**config.mk**
```make
export PLATFORM = sky130hd
export DESIGN_NAME = muldiv_seq
export DESIGN_NICKNAME = d
export VERILOG_FILES = /design/src/rtl/muldiv_pkg.sv /design/src/rtl/muldiv_step.sv /design/src/rtl/muldiv_seq.sv
export SDC_FILE = /design/constraint.sdc
export NUM_CORES = 1
export LEC_CHECK = 0
export ABC_AREA = 1
export CORE_UTILIZATION = 53
export DETAILED_ROUTE_END_ITERATION = 10
export GPL_TIMING_DRIVEN = 0
export PLACE_DENSITY = 0.77
export SYNTH_ARGS = -nofsm -noshare
export SYNTH_HDL_FRONTEND = slang
export SYNTH_SLANG_ARGS = --single-unit
```
**constraint.sdc**
```tcl
create_clock -name clk -period 2.5 [get_ports clk]
set_input_delay 0.375 -clock clk [delete_from_list [all_inputs] [get_ports clk]]
set_output_delay 0.375 -clock clk [all_outputs]
set_load 0.01 [all_outputs]
```
**src/rtl/muldiv_pkg.sv**
```systemverilog
// muldiv_pkg -- shared constants and types for the sequential multiply/divide unit.
//
// Contents:
//   XLEN, ITER    operand width and iteration count (both 32)
//   CNT_W         width of the iteration counter (must hold the value ITER)
//   OP_*          op encodings: 00 MULTU, 01 DIVU, 10 MULT, 11 DIV
//                 (op[0] selects divide, op[1] selects signed)
//   state_t       FSM state encoding
//
// Configuration macro: MULDIV_SIGNED_EN. The FIX state is only part of the
// enum when this macro is defined.
package muldiv_pkg;

  localparam int XLEN  = 32;
  localparam int ITER  = 32;
  localparam int CNT_W = 6;

  localparam logic [1:0] OP_MULTU = 2'b00;
  localparam logic [1:0] OP_DIVU  = 2'b01;
  localparam logic [1:0] OP_MULT  = 2'b10;
  localparam logic [1:0] OP_DIV   = 2'b11;

  typedef enum logic [1:0] {
    IDLE = 2'd0,
    CALC = 2'd1,
    DONE = 2'd3
`ifdef MULDIV_SIGNED_EN
    , FIX = 2'd2
`endif
  } state_t;

endpackage

```
**src/rtl/muldiv_step.sv**
```systemverilog
// muldiv_step -- combinational single-iteration datapath.
//
// Ports:
//   is_div   1: restoring shift-subtract step, 0: radix-2 shift-add step
//   hi_in    multiply: upper product half / divide: partial remainder
//   lo_in    multiply: lower product half + remaining multiplier bits
//            divide:   remaining dividend bits shifting into quotient bits
//   opd      multiply: multiplicand / divide: divisor
//   hi_out   next upper half / next remainder
//   lo_out   next lower half / next quotient word
//
// Multiply: if the current multiplier LSB is set, add the multiplicand to the
// upper half (33-bit sum keeps the carry), then shift the 65-bit value right
// by one. The carry lands in bit 63, so the 64-bit accumulator never overflows.
// Divide: the 33-bit partial remainder is {rem, next dividend bit}; subtract
// the divisor if it fits and shift a quotient bit in. The stored remainder is
// always below the divisor, so it fits back into 32 bits.
module muldiv_step
  import muldiv_pkg::*;
(
  input  logic            is_div,
  input  logic [XLEN-1:0] hi_in,
  input  logic [XLEN-1:0] lo_in,
  input  logic [XLEN-1:0] opd,
  output logic [XLEN-1:0] hi_out,
  output logic [XLEN-1:0] lo_out
);

  logic [XLEN:0] sum;
  logic [XLEN:0] shifted;
  logic          ge;

  always_comb begin
    sum     = {1'b0, hi_in} + (lo_in[0] ? {1'b0, opd} : '0);
    shifted = {hi_in, lo_in[XLEN-1]};
    ge      = (shifted >= {1'b0, opd});
    if (is_div) begin
      // When ge holds the true difference is < 2^32, so a 32-bit subtract
      // of the low bits is exact even when shifted[XLEN] is set.
      hi_out = ge ? (shifted[XLEN-1:0] - opd) : shifted[XLEN-1:0];
      lo_out = {lo_in[XLEN-2:0], ge};
    end else begin
      hi_out = sum[XLEN:1];
      lo_out = {sum[0], lo_in[XLEN-1:1]};
    end
  end

endmodule

```
**src/rtl/muldiv_seq.sv**
```systemverilog
// muldiv_seq -- sequential 32x32 multiply / 32/32 divide unit.
//
// Ports:
//   clk    clock, all state updates on the rising edge
//   rst    synchronous active-high reset (wins over start)
//   start  begin an operation; only sampled in IDLE
//   op     00 MULTU, 01 DIVU, 10 MULT, 11 DIV
//   opa    multiplicand / dividend
//   opb    multiplier / divisor
//   busy   operation in progress (CALC / FIX)
//   done   one-cycle completion pulse (DONE state)
//   hi     product high word / remainder
//   lo     product low word / quotient
//   dz     last completed division had a zero divisor
//
// Configuration macro: MULDIV_SIGNED_EN. When defined, MULT/DIV run on
// operand magnitudes and a one-cycle FIX state restores the signs (latency
// 34). When undefined, op[1] is ignored and every op is unsigned (latency 33).
//
// Timing: start accepted at edge E0; iterations run on edges E0+1..E0+32; at
// E0+33 the FSM leaves CALC (to DONE, or to FIX for signed ops) and outputs are
// loaded on the edge that enters DONE.
module muldiv_seq
  import muldiv_pkg::*;
(
  input  logic            clk,
  input  logic            rst,
  input  logic            start,
  input  logic [1:0]      op,
  input  logic [XLEN-1:0] opa,
  input  logic [XLEN-1:0] opb,
  output logic            busy,
  output logic            done,
  output logic [XLEN-1:0] hi,
  output logic [XLEN-1:0] lo,
  output logic            dz
);

  state_t           state_reg, state_next;
  logic [CNT_W-1:0] cnt_reg;
  logic             is_div_reg;
  logic [XLEN-1:0]  acc_hi_reg, acc_lo_reg;
  logic [XLEN-1:0]  opd_reg;       // multiplicand or divisor (magnitude)
  logic [XLEN-1:0]  opa_raw_reg;   // original dividend, returned on divide-by-zero
  logic [XLEN-1:0]  hi_reg, lo_reg;
  logic             dz_reg;

  logic [XLEN-1:0]  step_hi, step_lo;
  logic [XLEN-1:0]  a_mag, b_mag;
  logic [XLEN-1:0]  res_hi, res_lo;
  logic             res_dz;
  logic             calc_last;

`ifdef MULDIV_SIGNED_EN
  logic signed_reg;
  logic neg_q_reg;   // product / quotient must be negated
  logic neg_r_reg;   // remainder must be negated (follows dividend sign)

  // Magnitudes of signed operands; 0x80000000 maps to itself, which is the
  // correct unsigned magnitude.
  always_comb begin
    a_mag = (op[1] && opa[XLEN-1]) ? -opa : opa;
    b_mag = (op[1] && opb[XLEN-1]) ? -opb : opb;
  end
`else
  logic op_unused;
  assign op_unused = op[1];
  assign a_mag     = opa;
  assign b_mag     = opb;
`endif

  assign calc_last = (cnt_reg == CNT_W'(ITER));

  muldiv_step u_step (
    .is_div (is_div_reg),
    .hi_in  (acc_hi_reg),
    .lo_in  (acc_lo_reg),
    .opd    (opd_reg),
    .hi_out (step_hi),
    .lo_out (step_lo)
  );

  // Next-state and status outputs.
  always_comb begin
    state_next = state_reg;
    busy       = 1'b0;
    done       = 1'b0;
    case (state_reg)
      IDLE: begin
        if (start) state_next = CALC;
      end
      CALC: begin
        busy = 1'b1;
        if (calc_last) begin
`ifdef MULDIV_SIGNED_EN
          state_next = signed_reg ? FIX : DONE;
`else
          state_next = DONE;
`endif
        end
      end
`ifdef MULDIV_SIGNED_EN
      FIX: begin
        busy       = 1'b1;
        state_next = DONE;
      end
`endif
      DONE: begin
        done       = 1'b1;
        state_next = IDLE;
      end
      default: state_next = IDLE;
    endcase
  end

  // Final result, computed in the cycle that transitions into DONE.
  always_comb begin
    res_hi = acc_hi_reg;
    res_lo = acc_lo_reg;
`ifdef MULDIV_SIGNED_EN
    if (state_reg == FIX) begin
      if (is_div_reg) begin
        if (neg_q_reg) res_lo = -acc_lo_reg;
        if (neg_r_reg) res_hi = -acc_hi_reg;
      end else if (neg_q_reg) begin
        {res_hi, res_lo} = -{acc_hi_reg, acc_lo_reg};
      end
    end
`endif
    // Zero divisor overrides everything, with no sign correction.
    res_dz = is_div_reg && (opd_reg == '0);
    if (res_dz) begin
      res_hi = opa_raw_reg;
      res_lo = '1;
    end
  end

  always_ff @(posedge clk) begin
    if (rst) begin
      state_reg   <= IDLE;
      cnt_reg     <= '0;
      is_div_reg  <= 1'b0;
      acc_hi_reg  <= '0;
      acc_lo_reg  <= '0;
      opd_reg     <= '0;
      opa_raw_reg <= '0;
      hi_reg      <= '0;
      lo_reg      <= '0;
      dz_reg      <= 1'b0;
`ifdef MULDIV_SIGNED_EN
      signed_reg  <= 1'b0;
      neg_q_reg   <= 1'b0;
      neg_r_reg   <= 1'b0;
`endif
    end else begin
      state_reg <= state_next;
      case (state_reg)
        IDLE: begin
          if (start) begin
            cnt_reg     <= '0;
            is_div_reg  <= op[0];
            opa_raw_reg <= opa;
            acc_hi_reg  <= '0;
            // Multiply: multiplier in the low half, multiplicand as operand.
            // Divide: dividend in the low half, divisor as operand.
            acc_lo_reg  <= op[0] ? a_mag : b_mag;
            opd_reg     <= op[0] ? b_mag : a_mag;
`ifdef MULDIV_SIGNED_EN
            signed_reg  <= op[1];
            neg_q_reg   <= op[1] & (opa[XLEN-1] ^ opb[XLEN-1]);
            neg_r_reg   <= op[1] & op[0] & opa[XLEN-1];
`endif
          end
        end
        CALC: begin
          if (!calc_last) begin
            acc_hi_reg <= step_hi;
            acc_lo_reg <= step_lo;
            cnt_reg    <= cnt_reg + 1'b1;
          end
        end
        default: ;
      endcase
      if (state_next == DONE) begin
        hi_reg <= res_hi;
        lo_reg <= res_lo;
        dz_reg <= res_dz;
      end
    end
  end

  assign hi = hi_reg;
  assign lo = lo_reg;
  assign dz = dz_reg;

endmodule

```
# Yosys cells after proc, flatten, opt, wreduce, memory -nomap -nowiden
# Index checks and enable logic that the tools add are counted.
# totals
regBits,202
input_bits,69
output_inout_bits,67
elab_cells,48
# op_classes
add_sub_neg,3
n_lt_le_gt_ge,1
n_eq_ne,6
muxes,22
n_reduce_logical,6
# ops
op,count
$mux 32,12
$pmux 32 s2,2
$add 32x33->33,1
$ge 33x32->1,1
$logic_not 32->1,1
$sub 32x32->32,1
$mux 6,2
$pmux 6 s2,1
$add 6x1->6 const B,1
$eq 6x6->1 const B,1
$eq 2x2->1 const B,2
$mux 2,2
$ne 2x2->1 const B,2
$pmux 2 s2,1
$reduce_and 3->1,1
$eq 2x1->1 const B,1
$logic_not 2->1,1
$mux 1,2
$reduce_and 2->1,1
$reduce_bool 2->1,1
$logic_and 1x1->1,1

# Depth between registers and ports, before layout
# depth
word_depth,5
mapped_depth,19
depth_no_buf,17

# By module
# Synthesis repeated with hierarchy kept, for this count alone.
# unflattened
hier_cells,2489
hier_area_um2,15008.1
# by_module_without_submodules
mod,n_inst,cells_each,area_each_um2,seq_area_each_um2
muldiv_seq,1,1215,8844.7,4043.9
muldiv_step,1,1274,6163.4,0.0

# Worst setup path before layout
# OpenSTA, ideal clock, no wires.
# synth_path
kind,reg-to-reg
from,register acc_lo_reg[0]
to,register acc_hi_reg[31]
setup_ns,0.070
arrival_time_ns,2.514
setup_slack_ns,-0.084
path_stages_with_launch,19
synth_period_minus_slack_ns,2.584
cell_sequence,dfxtp_1 clkbuf_1 clkbuf_1 nand2_1 inv_1 ha_1 inv_1 fa_1 o21ai_2 inv_1 o21bai_1 nand2_1 nand2_1 nand2_1 nand3_1 nand2_1 inv_1 nand2_1 a21oi_1
# synth_between
elab_chain_len,5
# synth_rtl
element,line_no,rtl
"start, declared",muldiv_seq.sv:42,"logic [XLEN-1:0] acc_hi_reg, acc_lo_reg;"
"start signal, assigned",muldiv_seq.sv:166,acc_lo_reg <= op[0] ? a_mag : b_mag;
"start signal, assigned",muldiv_seq.sv:178,acc_lo_reg <= step_lo;
$mux 32,muldiv_step.sv:34,"sum = {1'b0, hi_in} + (lo_in[0] ? {1'b0, opd} : '0);"
$add 32x33->33,muldiv_step.sv:34,
$mux 32,muldiv_step.sv:37,if (is_div) begin
$mux 32,muldiv_seq.sv:176,if (!calc_last) begin
$pmux 32 s2,muldiv_seq.sv:157,case (state_reg)
"end signal, assigned",muldiv_seq.sv:177,acc_hi_reg <= step_hi;
"end, declared",muldiv_seq.sv:42,
# No other way between the ends. The select of a mux whose other input is x is not followed.
# A chain may end at the register's enable or synchronous reset.

# Final worst setup path
# layout_path
from,register acc_hi_reg[14]
to,register acc_hi_reg[1]
# layout_between
elab_chain_len,5
# layout_rtl
element,line_no,rtl
$ge 33x32->1,muldiv_step.sv:36,"ge = (shifted >= {1'b0, opd});"
$mux 32,muldiv_step.sv:40,hi_out = ge ? (shifted[XLEN-1:0] - opd) : shifted[XLEN-1:0];
$mux 32,muldiv_step.sv:37,
$mux 32,muldiv_seq.sv:176,
$pmux 32 s2,muldiv_seq.sv:157,
# No other way between the ends. The select of a mux whose other input is x is not followed.

==> summary by stage <==
Run status
The flow ran to the end, but the final reports show violations. The checks that failed: negative setup slack.

Yosys
Yosys mapped a number of flops with a built-in enable equal to 0. Of all cell types, the one taking the most synthesized area is dfxtp_1. When the netlist entered floorplanning its net count stood at 2478.

The portion of the post-synthesis area used by sequential elements is 0.276. The share of synthesized area in the top cell type comes to 0.276. After synthesis the netlist holds a flip-flop and latch count of 202. The mean area per synthesized cell is 6.26 µm².

By count the netlist is led by nand2_1, inv_1, a21oi_1. The fraction of synthesis flops using an asynchronous set or reset pin is 0. For this run, the leading register cell type out of synthesis is dfxtp_1. The total of warnings raised by yosys is 0. Synthesis handed over a netlist of 2341 instances. By area the synthesized netlist is led by dfxtp_1, nand2_1, inv_1. Counting distinct cell types in the post-synthesis netlist gives 51. The most common cell in the synthesized netlist is nand2_1. The post-synthesis cell area is 14700 µm².

Finish
Of the cells placed in the final design, the portion with a size suffix greater than 1 is 0.184. The share of the core filled with cells is 0.691. The final cell count without fillers is 2876.

Summing all flip-flop and latch instances after layout gives 4160 µm². At the end of the flow, the number of nets in the layout was 2655. From synthesis to final layout, the design area changed by 27.4%. After filler insertion, the fill cell instance count of the layout stands at 2300. In the final layout, the multi-input gates occupy 9870 µm². The cell area after layout is 18700 µm².

Routing
The number of DRC markers in iteration 0 is 2768. The number of search-and-repair iterations in the first detailed-routing pass is 8. The count of unresolved DRC violations after routing is 0. The detail route stage leaves a number of antenna-violating nets equal to 0. The average via count per standard cell is 6.22. The final routed wire length divided by cell count is 23.2 µm. The total number of vias is 17900. The final routed wirelength across all metal layers is 66700 µm.

Clocking
The clock latency on the worst-skew pair is 0.54 ns. Clock tree synthesis selected as its root buffer the cell clkbuf_16. CTS built an H-tree with a depth of 1.

CTS saw 202 sinks. TritonCTS built the clock tree. In this run the deepest clock path goes through 3 buffers. After clock tree synthesis, the clock-pin slew on the worst setup and hold paths is 0.06 ns. The clock buffer count from CTS is 22.

Setup path
The endpoint of the most critical setup path is acc_hi_reg[1]. Setup slack on the worst reg-to-reg path comes out at -0.05 ns. The startpoint identified for the worst register-to-register timing path is acc_hi_reg[14]. The reg-to-reg endpoint is acc_hi_reg[1]. The worst setup path is captured at a register. Along the worst path, the maximum fanout reaches 10. The worst setup path is launched from a register. The cell with the most instances on the worst path is nand2_2. Among all stages on the critical path, the largest delay is contributed by dfxtp_2. The critical path required time is 2.95 ns. The critical path is of the register to register type.

The critical path goes through ha_4, nand2_2, nor2_4, nand2_1, nor2_2, nand2_2, nand2_2, nor2_4, nand2_8, buf_8, o211ai_1, nand2_1, a21oi_2. The critical path's largest stage delay is 0.52 ns. The logic depth of the worst register-to-register path is 13.

At the worst endpoint, the arrival time is 3.01 ns. Tracing the worst setup path back leads to its startpoint at acc_hi_reg[14].

STA
At the pin with the least slew margin, the transition time is 0.931 ns. After layout, the minimum clock period comes to 2.55 ns. The final count of hold timing violations is 0. Across all setup checks in the final design, the least slack found is -0.0525 ns. Setup repair after global routing could not meet its margin everywhere. The maximum operating frequency is 392 MHz. The worst-case headroom to the max-slew limit is 0.380. For the final database, setup skew stands at 0.0207 ns. The final-report max-slew violation count came to 0. The count of final setup violators is 5. The post-route fraction of the period consumed by the critical path is 1.02.

Worst hold path
The worst hold path class is register to register. The worst hold path cell count is 2. The start point of the worst min-delay path is opa_raw_reg[26].

Global route
The number of global-route vias before repair came to 16500. The global-route wire length before repair is 97000 µm. Entering global routing, the biggest net connects 15 pins. For this run, the total global-route usage over all layers was measured as 0.453. The number of antenna violations at the first check in global routing is 0. After global routing the overflow that remains totals 0.

Pwr
In this run the static leakage power is 8.18 nW. The design draws 0.00995 W. The net load switching power is 0.00366 W. The maximum resistive drop on vdd is 0.000447 V.

Of the total power, the clock network draws 0.334. The cell-internal power is 0.00629 W. The fraction of power consumed by sequential logic is 0.362.

The share of total power dissipated in combinational logic is 0.303. The power density over the cells is 532 nW/µm². Of the total power, the share spent switching nets is 0.368.

Die
The initialized floorplan defines 60 standard-cell rows. From left edge to right edge, the die measures 168 µm. The floorplan die height is 168 µm. The floorplan step defined a die boundary enclosing 28300 µm². The floorplan step defined a core boundary enclosing 27000 µm². For this configuration, the core starts out at a cell density of 0.543. 136 I/O pins were placed.

Job
Max-cap violations in this run came to 0.

Placement
Port buffering added 132 buffers. The half-perimeter wire length of the detailed placement result is 52200 µm. The congestion estimate from routability-driven global placement came to 1.12. Once placement finished, the instance area stood at 16400 µm². The number of placed instances, taps included, is 2814. The pre-CTS setup slack is -0.904 ns.
routing by layer:
layer | up-vias | wire, µm | global-route usage | share of wire
met5 | - | 0 | 0 | 0
met4 | 0 | 5430 | 0.302 | 0.081
met3 | 371 | 8100 | 0.114 | 0.12
met2 | 1326 | 28300 | 0.706 | 0.42
met1 | 8148 | 24900 | 0.552 | 0.37
li1 | 8038 | - | - | -
final cells by class:
type                    instances  share of cell area
flip-flops and latches        202               0.222
clock inverters                10             0.00509
clock buffers                  30              0.0332
diodes                          1            0.000134
repair buffers                155              0.0811
inverters                     363              0.0733
well taps                     341              0.0228
plain buffers                 114              0.0336
multi-input cells            1660               0.528
worst min-delay path by stage:
stage | end | slack, ns
after detailed placement | opa_raw_reg[15] | 0.45
after floorplan | opa_raw_reg[15] | 0.42
final | opa_raw_reg[26] | 0.47
after global routing | opa_raw_reg[7] | 0.49
after global placement | opa_raw_reg[18] | 0.44
after CTS | opa_raw_reg[17] | 0.47
timing repair:
item	4_1_cts	5_1_grt
pin swaps	7	26
setup endpoints to repair	41	57
hold buffers	0	0
setup buffers	8	14
cloned	0	1
resized for setup	146	236
stage by stage:
step           setup TNS, ns  hold WS [ns]
2_1_floorplan              0         0.425
3_3_place_gp          -14.67         0.438
3_5_place_dp          -15.40         0.446
4_1_cts              -0.0306         0.471
5_1_grt               -0.575         0.493
6_report              -0.187         0.474
layout by cell type, fill, tap and decap left out, types with 19 or more instances in the layout:
cell,synthesis,final
nand2_1,604,545
inv_1,354,328
o21ai_0,204,198
a21oi_1,207,179
dfxtp_1,202,144
clkdlybuf4s50_1,0,132
nand3_1,146,130
nor2_1,144,119
clkbuf_1,78,75
nand2_2,15,67
ha_4,0,45
dfxtp_2,0,42
a31oi_1,37,37
o211ai_1,32,32
inv_2,7,31
nand4_1,30,30
a21oi_2,3,29
buf_4,6,27
nor2_2,13,24
nand3_2,10,24
clkbuf_16,0,23
a221oi_1,22,22
nor2_4,5,19
o211ai_2,19,19
critical path, delay by kind of cell, from the launching register on:
kind | cells | cell delay (ns)
simple gates | 9 | 1.02
flops | 1 | 0.52
compound gates | 2 | 0.49
fa+ha+maj | 1 | 0.28
buf+inv | 1 | 0.17
kinds of logic after synthesis:
group	Yosys count	synth area share
AND/OR/NAND/NOR	1012	0.299
AO/OA/AOI/OAI	568	0.226
buffers and inverters	479	0.133
flip-flops	202	0.276
adder cells (fa/ha/maj)	68	0.0590
XOR/XNOR	12	0.00717
power groups by stage:
| stage | clock network [W] | registers (W) | logic [W] |
|---|---|---|---|
| 2_1_floorplan | 0 | 0.00355 | 0.00166 |
| 3_3_place_gp | 0 | 0.00362 | 0.00249 |
| 3_5_place_dp | 0 | 0.00362 | 0.00252 |
| 4_1_cts | 0.00327 | 0.00357 | 0.00270 |
| 5_1_grt | 0.00340 | 0.00361 | 0.00321 |
| 6_report | 0.00333 | 0.00360 | 0.00302 |
(Power assumes the default switching activity.)
